$ cat config.mk
export PLATFORM = sky130hd
export DESIGN_NAME = spike_rate_meter
export DESIGN_NICKNAME = d
export VERILOG_FILES = /design/src/rtl/spike_rate_meter.sv
export SDC_FILE = /design/constraint.sdc
export NUM_CORES = 1
export LEC_CHECK = 0
export ABC_AREA = 1
export CAP_MARGIN = 20
export CORE_MARGIN = 3
export CORE_UTILIZATION = 60
export DETAILED_ROUTE_END_ITERATION = 16
export PLACE_DENSITY = 0.84
export SYNTH_ARGS = -nofsm -noshare
export SYNTH_HDL_FRONTEND = slang
export SYNTH_SLANG_ARGS = --single-unit
$ cat constraint.sdc
create_clock -name clk -period 3.95 [get_ports clk]
set_clock_uncertainty 0.15 [all_clocks]
set_input_delay 1.185 -clock clk [delete_from_list [all_inputs] [get_ports clk]]
set_output_delay 1.185 -clock clk [all_outputs]
set_load 0.02 [all_outputs]
$ cat src/rtl/spike_rate_meter.sv
// Spike rate meter: counts rising edges of a neuron spike line over a fixed
// window, and measures the inter-spike interval between consecutive events.
module spike_rate_meter #(
    parameter int unsigned WINDOW_CYCLES = 1000,
    parameter int unsigned CNT_W         = 8
) (
    input  logic             clk,
    input  logic             rst,
    input  logic             spike_in,
    output logic [CNT_W-1:0] rate_out,
    output logic             rate_valid,
    output logic             rate_sat,
    output logic [15:0]      isi_out,
    output logic             isi_valid
);

    localparam int unsigned WIN_W = (WINDOW_CYCLES > 2) ? $clog2(WINDOW_CYCLES) : 1;
    localparam int unsigned ISI_W = 16;

    localparam logic [WIN_W-1:0] WIN_LAST = WIN_W'(WINDOW_CYCLES - 1);
    localparam logic [CNT_W-1:0] CNT_MAX  = {CNT_W{1'b1}};
    localparam logic [ISI_W-1:0] ISI_MAX  = {ISI_W{1'b1}};

    typedef enum logic {
        IDLE  = 1'b0,
        TRACK = 1'b1
    } isi_state_t;

    logic             spike_d;
    logic [WIN_W-1:0] win_cnt;
    logic [CNT_W-1:0] acc;
    logic             sat_flag;
    logic [ISI_W-1:0] isi_cnt;
    isi_state_t       state;
    isi_state_t       state_next;

    logic             event_c;
    logic             win_last_c;
    logic [CNT_W-1:0] acc_add_c;
    logic             sat_hit_c;
    logic             isi_load_c;
    logic [ISI_W-1:0] isi_cnt_next_c;

    // Rising edge of the spike line; a held-high spike is a single event.
    assign event_c    = spike_in & ~spike_d;
    assign win_last_c = (win_cnt == WIN_LAST);

    // Saturating add of this cycle's event into the window accumulator.
    always_comb begin
        acc_add_c = acc;
        sat_hit_c = 1'b0;
        if (event_c) begin
            if (acc == CNT_MAX) begin
                sat_hit_c = 1'b1;
            end else begin
                acc_add_c = acc + CNT_W'(1);
            end
        end
    end

    // Window counter, accumulator and rate outputs.
    always_ff @(posedge clk) begin
        if (rst) begin
            spike_d    <= 1'b0;
            win_cnt    <= '0;
            acc        <= '0;
            sat_flag   <= 1'b0;
            rate_out   <= '0;
            rate_valid <= 1'b0;
            rate_sat   <= 1'b0;
        end else begin
            spike_d <= spike_in;
            if (win_last_c) begin
                // The closing cycle's own event belongs to the closing window.
                win_cnt    <= '0;
                rate_out   <= acc_add_c;
                rate_sat   <= sat_flag | sat_hit_c;
                rate_valid <= 1'b1;
                acc        <= '0;
                sat_flag   <= 1'b0;
            end else begin
                win_cnt    <= win_cnt + WIN_W'(1);
                rate_valid <= 1'b0;
                acc        <= acc_add_c;
                sat_flag   <= sat_flag | sat_hit_c;
            end
        end
    end

    // Interval counter restarts at 1 on each event and sticks at its maximum.
    always_comb begin
        if (event_c) begin
            isi_cnt_next_c = ISI_W'(1);
        end else if (isi_cnt == ISI_MAX) begin
            isi_cnt_next_c = isi_cnt;
        end else begin
            isi_cnt_next_c = isi_cnt + ISI_W'(1);
        end
    end

    // ISI tracker state register.
    always_ff @(posedge clk) begin
        if (rst) begin
            state <= IDLE;
        end else begin
            state <= state_next;
        end
    end

    // ISI tracker: the first event only arms the tracker, later events report.
    always_comb begin
        state_next = state;
        isi_load_c = 1'b0;
        case (state)
            IDLE: begin
                if (event_c) begin
                    state_next = TRACK;
                end
            end
            TRACK: begin
                isi_load_c = event_c;
            end
            default: begin
                state_next = IDLE;
            end
        endcase
    end

    // ISI counter and outputs.
    always_ff @(posedge clk) begin
        if (rst) begin
            isi_cnt   <= '0;
            isi_out   <= '0;
            isi_valid <= 1'b0;
        end else begin
            isi_cnt   <= isi_cnt_next_c;
            isi_valid <= isi_load_c;
            if (isi_load_c) begin
                isi_out <= isi_cnt;
            end
        end
    end

endmodule
After elaboration in Yosys (flattened, before gate mapping)
Cells that the tools add are included.

cells by class
  bitwise logic cells = 3
  reductions and logical operators = 2
  equal/unequal tests = 4
  add/sub/neg operators = 3
  multiplexer cells = 10

operators with widths
  kind                     count
  $add A16 B1 Y16 const B  1
  $eq A16 B16 Y1 const B   1
  $mux W8                  2
  $add A10 B1 Y10 const B  1
  $eq A10 B10 Y1 const B   1
  $add A8 B1 Y8 const B    1
  $eq A8 B8 Y1 const B     1
  $mux W1                  8
  $reduce_or A2 Y1         2
  $ne A2 B2 Y1 const B     1
  $and A1 B1 Y1            1
  $not A1 Y1               1
  $or A1 B1 Y1             1

word-level totals
  word-level logic and storage cells = 34
  register bits after elaboration = 64
  input bits = 3
  output and inout bits = 27

Longest topological paths before layout
Gate-level depths: netlist of run 1.

  depth in word-level cells = 4
  gate-level depth with buffers = 9
  mapped depth without buffers = 9

Least setup slack after synthesis of run 1
No wires, ideal clock.

  kind = in2reg
  start = input port spike_in
  end = register acc[6]
  arrival time = 1.864 ns
  required time = 3.685 ns
  cell stages on the path = 6
  setup time = 0.115 ns
  setup slack = 1.821 ns
  path buffers = 0
  cell sequence = nand2_1 -> nor2_1 -> nand2_1 -> nand2_1 -> o21ai_0 -> and2_1

on the way
  longest elaborated chain between the ends = 2

ends and longest elaborated chain
  item                  line  source
  from (decl)           9     input logic spike_in,
  $and A1 B1 Y1         45    assign event_c = spike_in & ~spike_d;
  $mux W8               52    if (event_c) begin
  to (signal assigned)  66    acc <= '0;
  to (signal assigned)  79    acc <= '0;
  to (signal assigned)  84    acc <= acc_add_c;
  to (decl)             31    logic [CNT_W-1:0] acc;

No other way between the ends.
A chain may end at the register's enable or synchronous reset.

Worst setup path after layout of run 1
  start = input port spike_in
  end = register isi_cnt[2]

on the way
  longest elaborated chain between the ends = 2

ends and longest elaborated chain
  item                        line  source
  $and A1 B1 Y1               45
  $reduce_or A2 Y1 (no line)  -
  to (signal assigned)        136   isi_cnt <= isi_cnt_next_c;
  to (decl)                   33    logic [ISI_W-1:0] isi_cnt;

No other way between the ends.

==> results of run 1 <==
[per-stage QoR]
stage               instances  util (%)
CTS                       492      75.2
global route              492      75.2
global placement          476      70.7
finish                    492      75.2
detailed placement        476      70.7
floorplan                 404         -
[power by group]
group	internal (uW)	switching (uW)	total [uW]
clock	324	234	558
sequential	654	10.7	664
combinational	15.1	34.0	49.2
total	993	278	1270
[worst max-delay path, delay by kind of cell]
family                 cells  cell delay [ns]
buffers and inverters      3             0.95
and+or+nand+nor            2             0.41
AOI/OAI and AO/OA          1             0.24
[placed cells by master, fill, tap and decap left out, types with 3 or more instances in the layout]
master,synthesis,final
sky130_fd_sc_hd__ha_1,3,3
sky130_fd_sc_hd__dfxtp_1,64,64
sky130_fd_sc_hd__clkbuf_8,0,11
sky130_fd_sc_hd__or2_2,3,3
sky130_fd_sc_hd__nor3_1,4,4
sky130_fd_sc_hd__inv_2,3,3
sky130_fd_sc_hd__nor2_4,3,3
sky130_fd_sc_hd__a31oi_1,7,7
sky130_fd_sc_hd__o21ai_0,7,7
sky130_fd_sc_hd__nor2_1,39,39
sky130_fd_sc_hd__nand4_1,5,5
sky130_fd_sc_hd__clkdlybuf4s50_1,0,29
sky130_fd_sc_hd__nand2_1,121,121
sky130_fd_sc_hd__inv_1,45,45
sky130_fd_sc_hd__nand3_1,46,46
sky130_fd_sc_hd__a21oi_1,25,25
sky130_fd_sc_hd__nand2_2,6,6
sky130_fd_sc_hd__xnor2_1,3,3
[worst paths after layout]
path,end,start,cells after the start
worst min-delay path,rate_out[2],rate_out[2],2
worst max register to register,acc[6],win_cnt[0],7
worst max-delay path,isi_cnt[2],spike_in,6
worst min register to register,rate_out[2],rate_out[2],2
[routing by layer]
| layer | track usage, % | share of wire (%) |
|---|---|---|
| met5 | 0 | 0 |
| met4 | 9.68 | 2.1 |
| met3 | 7.74 | 4.4 |
| met2 | 38.3 | 48 |
| met1 | 26.5 | 45 |
[state kept, by name (all words and copies together), names as in the netlist]
register    cells
isi_cnt        16
sat_flag        1
isi_valid       1
acc             8
rate_out        8
isi_out        16
spike_d         1
rate_sat        1
state           1
rate_valid      1
win_cnt        10
[logic make-up after synthesis]
group	count (synthesis)	share of synthesized area [%]
AND/OR/NAND/NOR	235	36.7
adder cells (fa/ha/maj)	3	1.32
XOR/XNOR	4	1.24
flip-flops	64	45.2
AO/OA/AOI/OAI	39	7.20
buffers and inverters	59	8.34
[final cells by class]
class | count | area share (%)
Clock buffer | 13 | 4.75
Multi-Input combinational cell | 281 | 39.4
Sequential cell | 64 | 38.3
Clock inverter | 3 | 1.20
Inverter | 49 | 5.50
Tap cell | 52 | 1.95
Timing Repair Buffer | 30 | 8.91
==> results.sh, run 1 <==
export IMPL_result_of_the_run="completed"
export IMPL_setup_slack_ns=1.27
export IMPL_tritoncts_num_sinks=64
export IMPL_drt_wirelength_per_cell_um=11.8
export IMPL_fin_nets=441
export IMPL_count_of_max_cap_constraint_violations=0
export IMPL_floorplan_core_area_um2=4440
export IMPL_synth_cells_most_frequent="sky130_fd_sc_hd__nand2_1 (121), sky130_fd_sc_hd__dfxtp_1 (64), sky130_fd_sc_hd__nand3_1 (46), sky130_fd_sc_hd__inv_1 (45), sky130_fd_sc_hd__nor2_1 (39)"
export IMPL_power_total_uw=1270
export IMPL_postCtsResizedCells=0
export IMPL_cts_htree_levels=3
export IMPL_post_cts_buffers=0
export IMPL_max_freq_mhz=373
export IMPL_clockRootBuffer="sky130_fd_sc_hd__clkbuf_8"
export IMPL_postPlaceCellArea_um2=3140
export IMPL_grt_antenna_before_repair=0
export IMPL_die_area_um2=5580
export IMPL_drt_first_iter_violations=94
export IMPL_grtUsageTotal_pct=22.8
export IMPL_num_antenna_cells=0
export IMPL_num_vias=2588
export IMPL_clkSlewWorstSetupHoldPaths_ns=0.07
export IMPL_cts_buffers=9
export IMPL_nature_of_the_critical_path_endpoint="flip-flop"
export IMPL_power_static_leakage_uw=0.00137
export IMPL_number_of_global_route_vias_before_repair=2269
export IMPL_dp_slack_ns=0.934
export IMPL_place_gp_congestion=0.939
export IMPL_cts_path_max_buffers=2
export IMPL_drt_first_pass_iters=4
export IMPL_finalSetupViolations=0
export IMPL_post_route_min_period_ns=2.68
export IMPL_detail_route_drc_violations=0
export IMPL_tritoncts="done"
export IMPL_io_pins=30
export IMPL_synth_edf_count=0
export IMPL_area_taken_by_multi_input_logic_gates_um2=1320
export IMPL_filler_cell_count=361
export IMPL_slew_violations=0
export IMPL_yosys_area_top_type_share_pct=45.2
export IMPL_relative_max_transition_margin_pct=58.4
export IMPL_cp_required_ns=4.05
export IMPL_cpPeakStageDelay_ns=0.43
export IMPL_floorplan_die_height_um=74.7
export IMPL_critical_path_startpoint_type="primary input"
export IMPL_antenna_violating_nets_post_route=0
export IMPL_async_reset_ff_share_pct=0
export IMPL_r2r_setup_slack_ns=2.17
export IMPL_insertion_delay_ns=0.33
export IMPL_yosys_cell_count_top_type="sky130_fd_sc_hd__nand2_1"
export IMPL_crit_path_cell_trace="clkdlybuf4s50_1 -> nand2_1 -> inv_2 -> nor2_4 -> clkinv_1 -> a31oi_1"
export IMPL_hold_viol_final=0
export IMPL_synth_area_per_cell_um2=7.01
export IMPL_final_period_utilization_pct=67.9
export IMPL_vdd_ir_drop_worst_mv=0.345
export IMPL_seqCellArea_um2=1280
export IMPL_synth_area_leader_cell="sky130_fd_sc_hd__dfxtp_1"
export IMPL_gr_total_overflow=0
export IMPL_critical_path_max_fanout=26
export IMPL_syn_area_um2=2830
export IMPL_grt_setup_unrepaired="no"
export IMPL_critical_path_slowest_cell="sky130_fd_sc_hd__clkdlybuf4s50_1"
export IMPL_place_detailed_hpwl_um=4060
export IMPL_timing_setup_critical_path_class="primary input to flip-flop"
export IMPL_synth_seq_cells=64
export IMPL_port_buffer_count=29
export IMPL_die_width_um=74.7
export IMPL_initial_utilization_pct=63.8
export IMPL_grt_max_degree=27
export IMPL_sum_of_routed_wire_length_over_all_layers_um=5800
export IMPL_setup_tns_final_ns=0
export IMPL_min_delay_path_class="flip-flop to flip-flop"
export IMPL_finalInstanceArea_um2=3340
export IMPL_p_per_area_nw_per_um2=380
export IMPL_grt_first_pass_wirelength_um=9740
export IMPL_post_synth_main_area_contributors="sky130_fd_sc_hd__dfxtp_1 (45%), sky130_fd_sc_hd__nand2_1 (16%), sky130_fd_sc_hd__nand3_1 (8.1%), sky130_fd_sc_hd__inv_1 (6.0%), sky130_fd_sc_hd__nor2_1 (5.2%)"
export IMPL_mappedNetlistNets=410
export IMPL_drt_vias_per_instance=5.26
export IMPL_worst_endpoint_arrival_ns=2.78
export IMPL_worstMarginPinSlew_ns=0.622
export IMPL_synth_sequential_area_ratio_pct=45.2
export IMPL_cts_hold_fix_buffers=0
export IMPL_cell_rows=24
export IMPL_yosys_warnings=0
export IMPL_synth_cell_types=26
export IMPL_final_layout_size_suffix_gt1_share_pct=7.95
export IMPL_post_synth_inst_count=404
export IMPL_area_growth_syn_to_layout_pct=18.0
export IMPL_ys_dominant_reg_cell="sky130_fd_sc_hd__dfxtp_1"
export IMPL_timing_hold_ws_ns=0.298
Power figures use the tool's default switching activity.
==> run 2, diff against run 1 <==
CORE_UTILIZATION = 56   (was 60)
PLACE_DENSITY = 0.79   (was 0.84)
clock period = 2.75 ns   (was 3.95 ns; I/O delays follow)
==> results.sh, run 2 (synthesis gave the netlist of run 1 again) <==
export IMPL_grt_first_pass_wirelength_um=10700
export IMPL_timing_setup_critical_path_class="flip-flop to primary output"
export IMPL_final_instance_count_excl_fill=509
export IMPL_p_per_area_nw_per_um2=517
export IMPL_die_width_um=77.1
export IMPL_sum_of_routed_wire_length_over_all_layers_um=6130
export IMPL_io_pins=30
export IMPL_max_freq_mhz=440
export IMPL_cp_required_ns=1.78
export IMPL_drt_first_pass_iters=4
export IMPL_critical_path_slowest_cell="sky130_fd_sc_hd__clkdlybuf4s50_1"
export IMPL_min_delay_path_class="flip-flop to flip-flop"
export IMPL_dp_slack_ns=0.211
export IMPL_rr_worst_depth=7
export IMPL_worstMarginPinSlew_ns=0.626
export IMPL_worst_endpoint_arrival_ns=1.30
export IMPL_nature_of_the_critical_path_endpoint="primary output"
export IMPL_result_of_the_run="completed"
export IMPL_filler_cell_count=453
export IMPL_insertion_delay_ns=0.33
export IMPL_most_common_library_cell_in_the_layout_ignoring_fill_and_taps="sky130_fd_sc_hd__nand2_1"
export IMPL_drt_first_iter_violations=162
export IMPL_num_vias=2613
export IMPL_cts_buffers=9
export IMPL_fin_nets=443
export IMPL_grtUsageTotal_pct=22.3
export IMPL_drt_wirelength_per_cell_um=12.0
export IMPL_hold_viol_final=0
export IMPL_grt_antenna_before_repair=0
export IMPL_clkSlewWorstSetupHoldPaths_ns=0.07
export IMPL_tritoncts="done"
export IMPL_final_cell_mix="sky130_fd_sc_hd__nand2_1 (121), sky130_fd_sc_hd__dfxtp_1 (64), sky130_fd_sc_hd__nand3_1 (46)"
export IMPL_count_of_max_cap_constraint_violations=0
export IMPL_r2r_setup_slack_ns=0.98
export IMPL_gr_total_overflow=0
export IMPL_reg2reg_end="isi_cnt[13]"
export IMPL_power_total_uw=1730
export IMPL_tritoncts_num_sinks=64
export IMPL_critical_path_startpoint_type="flip-flop"
export IMPL_area_growth_syn_to_layout_pct=18.3
export IMPL_critPathTopFamily="buffers and inverters"
export IMPL_finalSetupViolations=0
export IMPL_reg_largest_list="isi_cnt (16), isi_out (16), win_cnt (10)"
export IMPL_drt_vias_per_instance=5.13
export IMPL_timing_hold_ws_ns=0.295
export IMPL_place_detailed_hpwl_um=4360
export IMPL_critical_path_max_fanout=2
export IMPL_post_cts_buffers=0
export IMPL_num_antenna_cells=0
export IMPL_die_area_um2=5950
export IMPL_initial_utilization_pct=58.8
export IMPL_setup_tns_final_ns=0
export IMPL_floorplan_core_area_um2=4820
export IMPL_postCtsResizedCells=0
export IMPL_grt_setup_unrepaired="no"
export IMPL_crit_path_cell_trace="clkdlybuf4s50_1"
export IMPL_min_delay_path_depth=2
export IMPL_cts_path_max_buffers=2
export IMPL_floorplan_die_height_um=77.1
export IMPL_antenna_violating_nets_post_route=0
export IMPL_detail_route_drc_violations=0
export IMPL_slew_violations=0
export IMPL_port_buffer_count=29
export IMPL_post_route_min_period_ns=2.27
export IMPL_number_of_global_route_vias_before_repair=2500
export IMPL_final_layout_size_suffix_gt1_share_pct=8.60
export IMPL_power_static_leakage_uw=0.00136
export IMPL_cell_rows=25
export IMPL_holdPathEnd="rate_out[2]"
export IMPL_cpPeakStageDelay_ns=0.61
export IMPL_final_period_utilization_pct=82.6
export IMPL_worstHoldStart="rate_out[2]"
export IMPL_vdd_ir_drop_worst_mv=0.289
export IMPL_place_gp_congestion=0.930
export IMPL_clockRootBuffer="sky130_fd_sc_hd__clkbuf_8"
export IMPL_relative_max_transition_margin_pct=58.2
export IMPL_setup_slack_ns=0.479
export IMPL_grt_max_degree=21
export IMPL_worstReg2RegStart="isi_cnt[0]"
export IMPL_cts_htree_levels=3
export IMPL_critical_path_n_buffers_inverters=1
export IMPL_cts_hold_fix_buffers=0
export IMPL_placed_cells_incl_taps=493
-- run 2: cell count changes in the layout (fill, tap and decap cells not counted), sizes merged --
cell,delta
clkinvlp,+3
buf,+2
clkbuf,-2
bufinv,-1
-- run 2: through the flow --
stage | cell area, um2 | util (%)
finish | 3350 | 69.6
detailed placement | 3180 | 66.0
floorplan | 2830 | -
global route | 3350 | 69.6
global placement | 3180 | 66.0
CTS | 3350 | 69.6
-- run 2: worst max path at each step --
| stage | from | endpoint | slack, ns | cells after the start |
|---|---|---|---|---|
| after CTS | isi_out[0] | isi_out[0] | 0.46 | 1 |
| after global routing | isi_out[14] | isi_out[14] | 0.42 | 1 |
| after global placement | spike_in | rate_out[3] | 0.29 | 7 |
| final | isi_out[14] | isi_out[14] | 0.48 | 1 |
| after floorplan | spike_in | acc[6] | 0.98 | 6 |
| after detailed placement | spike_in | isi_cnt[8] | 0.21 | 6 |
-- run 2: cell type report --
type / count / area [um2] / area share, %
clock buffers: 11 / 141 / 4.22
clock inverters: 5 / 32.5 / 0.971
inverters: 49 / 184 / 5.49
multi-input cells: 281 / 1320 / 39.3
flip-flops and latches: 64 / 1280 / 38.2
well taps: 67 / 83.8 / 2.50
repair buffers: 32 / 313 / 9.33
-- run 2: per-layer routing --
metal	wire length, um	vias up	share of wire (%)	global-route usage, %
met5	0	-	0	0
met4	93	0	1.5	11.4
met3	193	8	3.1	5.75
met2	3020	49	49	37.4
met1	2820	1209	46	26.1
li1	-	1347	-	-
-- run 2: worst reg2reg max path: cells and delay by family, from the launching register on --
kind	cells	cell delay [ns]
simple gates	5	0.75
buf+inv	1	0.05
flops	1	0.43
fa+ha+maj	1	0.34
-- run 2: power by group --
| part | total [uW] | switching, uW | internal, uW |
|---|---|---|---|
| registers | 954 | 15.0 | 939 |
| clock network | 705 | 357 | 348 |
| logic | 73.9 | 50.0 | 23.9 |
==> run 3, diff against run 2 <==
clock period = 2.13 ns   (was 2.75 ns; I/O delays follow)
==> results.sh, run 3 (synthesis gave the netlist of run 1 again) <==
export IMPL_placed_cells_incl_taps=499
export IMPL_worst_setup_sp="isi_out[0]"
export IMPL_worstSetupPathDepth=1
export IMPL_critical_path_n_buffers_inverters=1
export IMPL_worstReg2RegStart="isi_cnt[0]"
export IMPL_worst_endpoint_arrival_ns=1.31
export IMPL_clkSlewWorstSetupHoldPaths_ns=0.07
export IMPL_gr_total_overflow=0
export IMPL_cts_htree_levels=3
export IMPL_hold_viol_final=0
export IMPL_power_static_leakage_uw=0.00144
export IMPL_max_freq_mhz=477
export IMPL_worst_setup_path_endpoint="isi_out[0]"
export IMPL_critical_path_max_fanout=2
export IMPL_floorplan_die_height_um=77.1
export IMPL_grt_antenna_before_repair=0
export IMPL_vdd_ir_drop_worst_mv=0.555
export IMPL_place_detailed_hpwl_um=4220
export IMPL_num_antenna_cells=0
export IMPL_cp_required_ns=1.34
export IMPL_finalSetupViolations=0
export IMPL_internal_power_summed_over_all_cells_uw=1970
export IMPL_reg2reg_end="isi_cnt[14]"
export IMPL_critPathTopFamily="buffers and inverters"
export IMPL_place_gp_congestion=0.859
export IMPL_floorplan_core_area_um2=4820
export IMPL_port_buffer_count=29
export IMPL_setup_tns_final_ns=0
export IMPL_post_route_min_period_ns=2.10
export IMPL_result_of_the_run="completed"
export IMPL_insertion_delay_ns=0.34
export IMPL_initial_utilization_pct=58.8
export IMPL_cts_hold_fix_buffers=0
export IMPL_timing_setup_critical_path_class="flip-flop to primary output"
export IMPL_share_of_power_burned_in_combinational_logic_pct=4.2
export IMPL_final_instance_count_excl_fill=515
export IMPL_final_period_utilization_pct=98.4
export IMPL_die_width_um=77.1
export IMPL_reg_largest_list="isi_cnt (16), isi_out (16), win_cnt (10)"
export IMPL_antenna_violating_nets_post_route=0
export IMPL_slew_violations=0
export IMPL_final_core_util_pct=71.7
export IMPL_r2r_setup_slack_ns=0.40
export IMPL_grt_max_degree=21
export IMPL_drt_vias_per_instance=5.03
export IMPL_rr_worst_depth=7
export IMPL_grt_first_pass_wirelength_um=10500
export IMPL_cts_buffers=9
export IMPL_drt_wirelength_per_cell_um=11.9
export IMPL_sum_of_routed_wire_length_over_all_layers_um=6110
export IMPL_grtUsageTotal_pct=21.8
export IMPL_cpPeakStageDelay_ns=0.61
export IMPL_detail_route_drc_violations=0
export IMPL_final_layout_size_suffix_gt1_share_pct=10.0
export IMPL_clockRootBuffer="sky130_fd_sc_hd__clkbuf_8"
export IMPL_clkPwrFrac_pct=47.1
export IMPL_most_common_library_cell_in_the_layout_ignoring_fill_and_taps="sky130_fd_sc_hd__nand2_1"
export IMPL_p_seq_share_pct=48.7
export IMPL_crit_path_cell_trace="clkdlybuf4s50_1"
export IMPL_psw_uw=553
export IMPL_tritoncts_num_sinks=64
export IMPL_nature_of_the_critical_path_endpoint="primary output"
export IMPL_num_vias=2589
export IMPL_p_per_area_nw_per_um2=730
export IMPL_min_delay_path_class="flip-flop to flip-flop"
export IMPL_cell_rows=25
export IMPL_critical_path_slowest_cell="sky130_fd_sc_hd__clkdlybuf4s50_1"
export IMPL_worstMarginPinSlew_ns=0.391
export IMPL_number_of_global_route_vias_before_repair=2381
export IMPL_drt_first_iter_violations=125
export IMPL_io_pins=30
export IMPL_grt_setup_unrepaired="no"
export IMPL_die_area_um2=5950
export IMPL_relative_max_transition_margin_pct=73.9
export IMPL_swShare_pct=21.9
export IMPL_final_cell_mix="sky130_fd_sc_hd__nand2_1 (121), sky130_fd_sc_hd__dfxtp_1 (64), sky130_fd_sc_hd__nand3_1 (46)"
export IMPL_count_of_max_cap_constraint_violations=0
export IMPL_tritoncts="done"
export IMPL_critical_path_startpoint_type="flip-flop"
export IMPL_fin_nets=449
export IMPL_drt_first_pass_iters=6
export IMPL_area_growth_syn_to_layout_pct=21.9
export IMPL_cts_path_max_buffers=2
## run 3: cell types whose count changed in the layout (fill, tap and decap cells not counted), sizes merged
cell and delta:
clkinvlp -3, clkinv +1, dlymetal6s2s +1, clkdlybuf4s50 -1, buf +6, bufinv +2
## run 3: power by group through the flow
stage,Sequential [uW],Combinational (uW),Clock (uW)
2_1_floorplan,1250,72.4,0
3_3_place_gp,1260,102,0
3_5_place_dp,1260,106,0
4_1_cts,1230,107,1200
5_1_grt,1230,119,1250
6_report,1230,106,1190
## run 3: layer usage
layer	track usage [%]	vias up	part of all wire [%]	routed length (um)
li1	-	1364	-	-
met5	0	-	0	0
met2	36.5	36	49	3010
met4	10.7	0	1.6	95
met1	26.6	1180	46	2820
met3	4.34	9	3.2	194
## run 3: through the flow
step	setup slack, ns	power (uW)	hold slack [ns]	area (um2)
after floorplan	0.547	1320	0.268	2830
after global placement	-0.0259	1360	0.277	3220
after detailed placement	-0.0955	1360	0.286	3220
after CTS	0.0151	2540	0.299	3450
after global routing	0.000478	2600	0.314	3460
final	0.0343	2520	0.298	3460
## run 3: layout make-up
type                            instances  area [um2]
Clock buffer                           11         151
Clock inverter                          5        78.8
Fill cell                             432        1360
Inverter                               49         184
Multi-Input combinational cell        281        1320
Sequential cell                        64        1280
Tap cell                               67        83.8
Timing Repair Buffer                   38         360
## run 3: worst min path at each step
stage,depth (start not counted),end,slack [ns],start
6_report,1,win_cnt[0],0.30,win_cnt[0]
3_3_place_gp,2,rate_out[6],0.28,rate_out[6]
5_1_grt,1,win_cnt[0],0.31,win_cnt[0]
2_1_floorplan,1,win_cnt[0],0.27,win_cnt[0]
4_1_cts,1,win_cnt[0],0.30,win_cnt[0]
3_5_place_dp,1,win_cnt[0],0.29,win_cnt[0]
## run 3: repair_timing
item / CTS / global route
setup buffers: 0 / 0
endpoints found under the setup margin: 0 / 1
resized for setup: 0 / 1
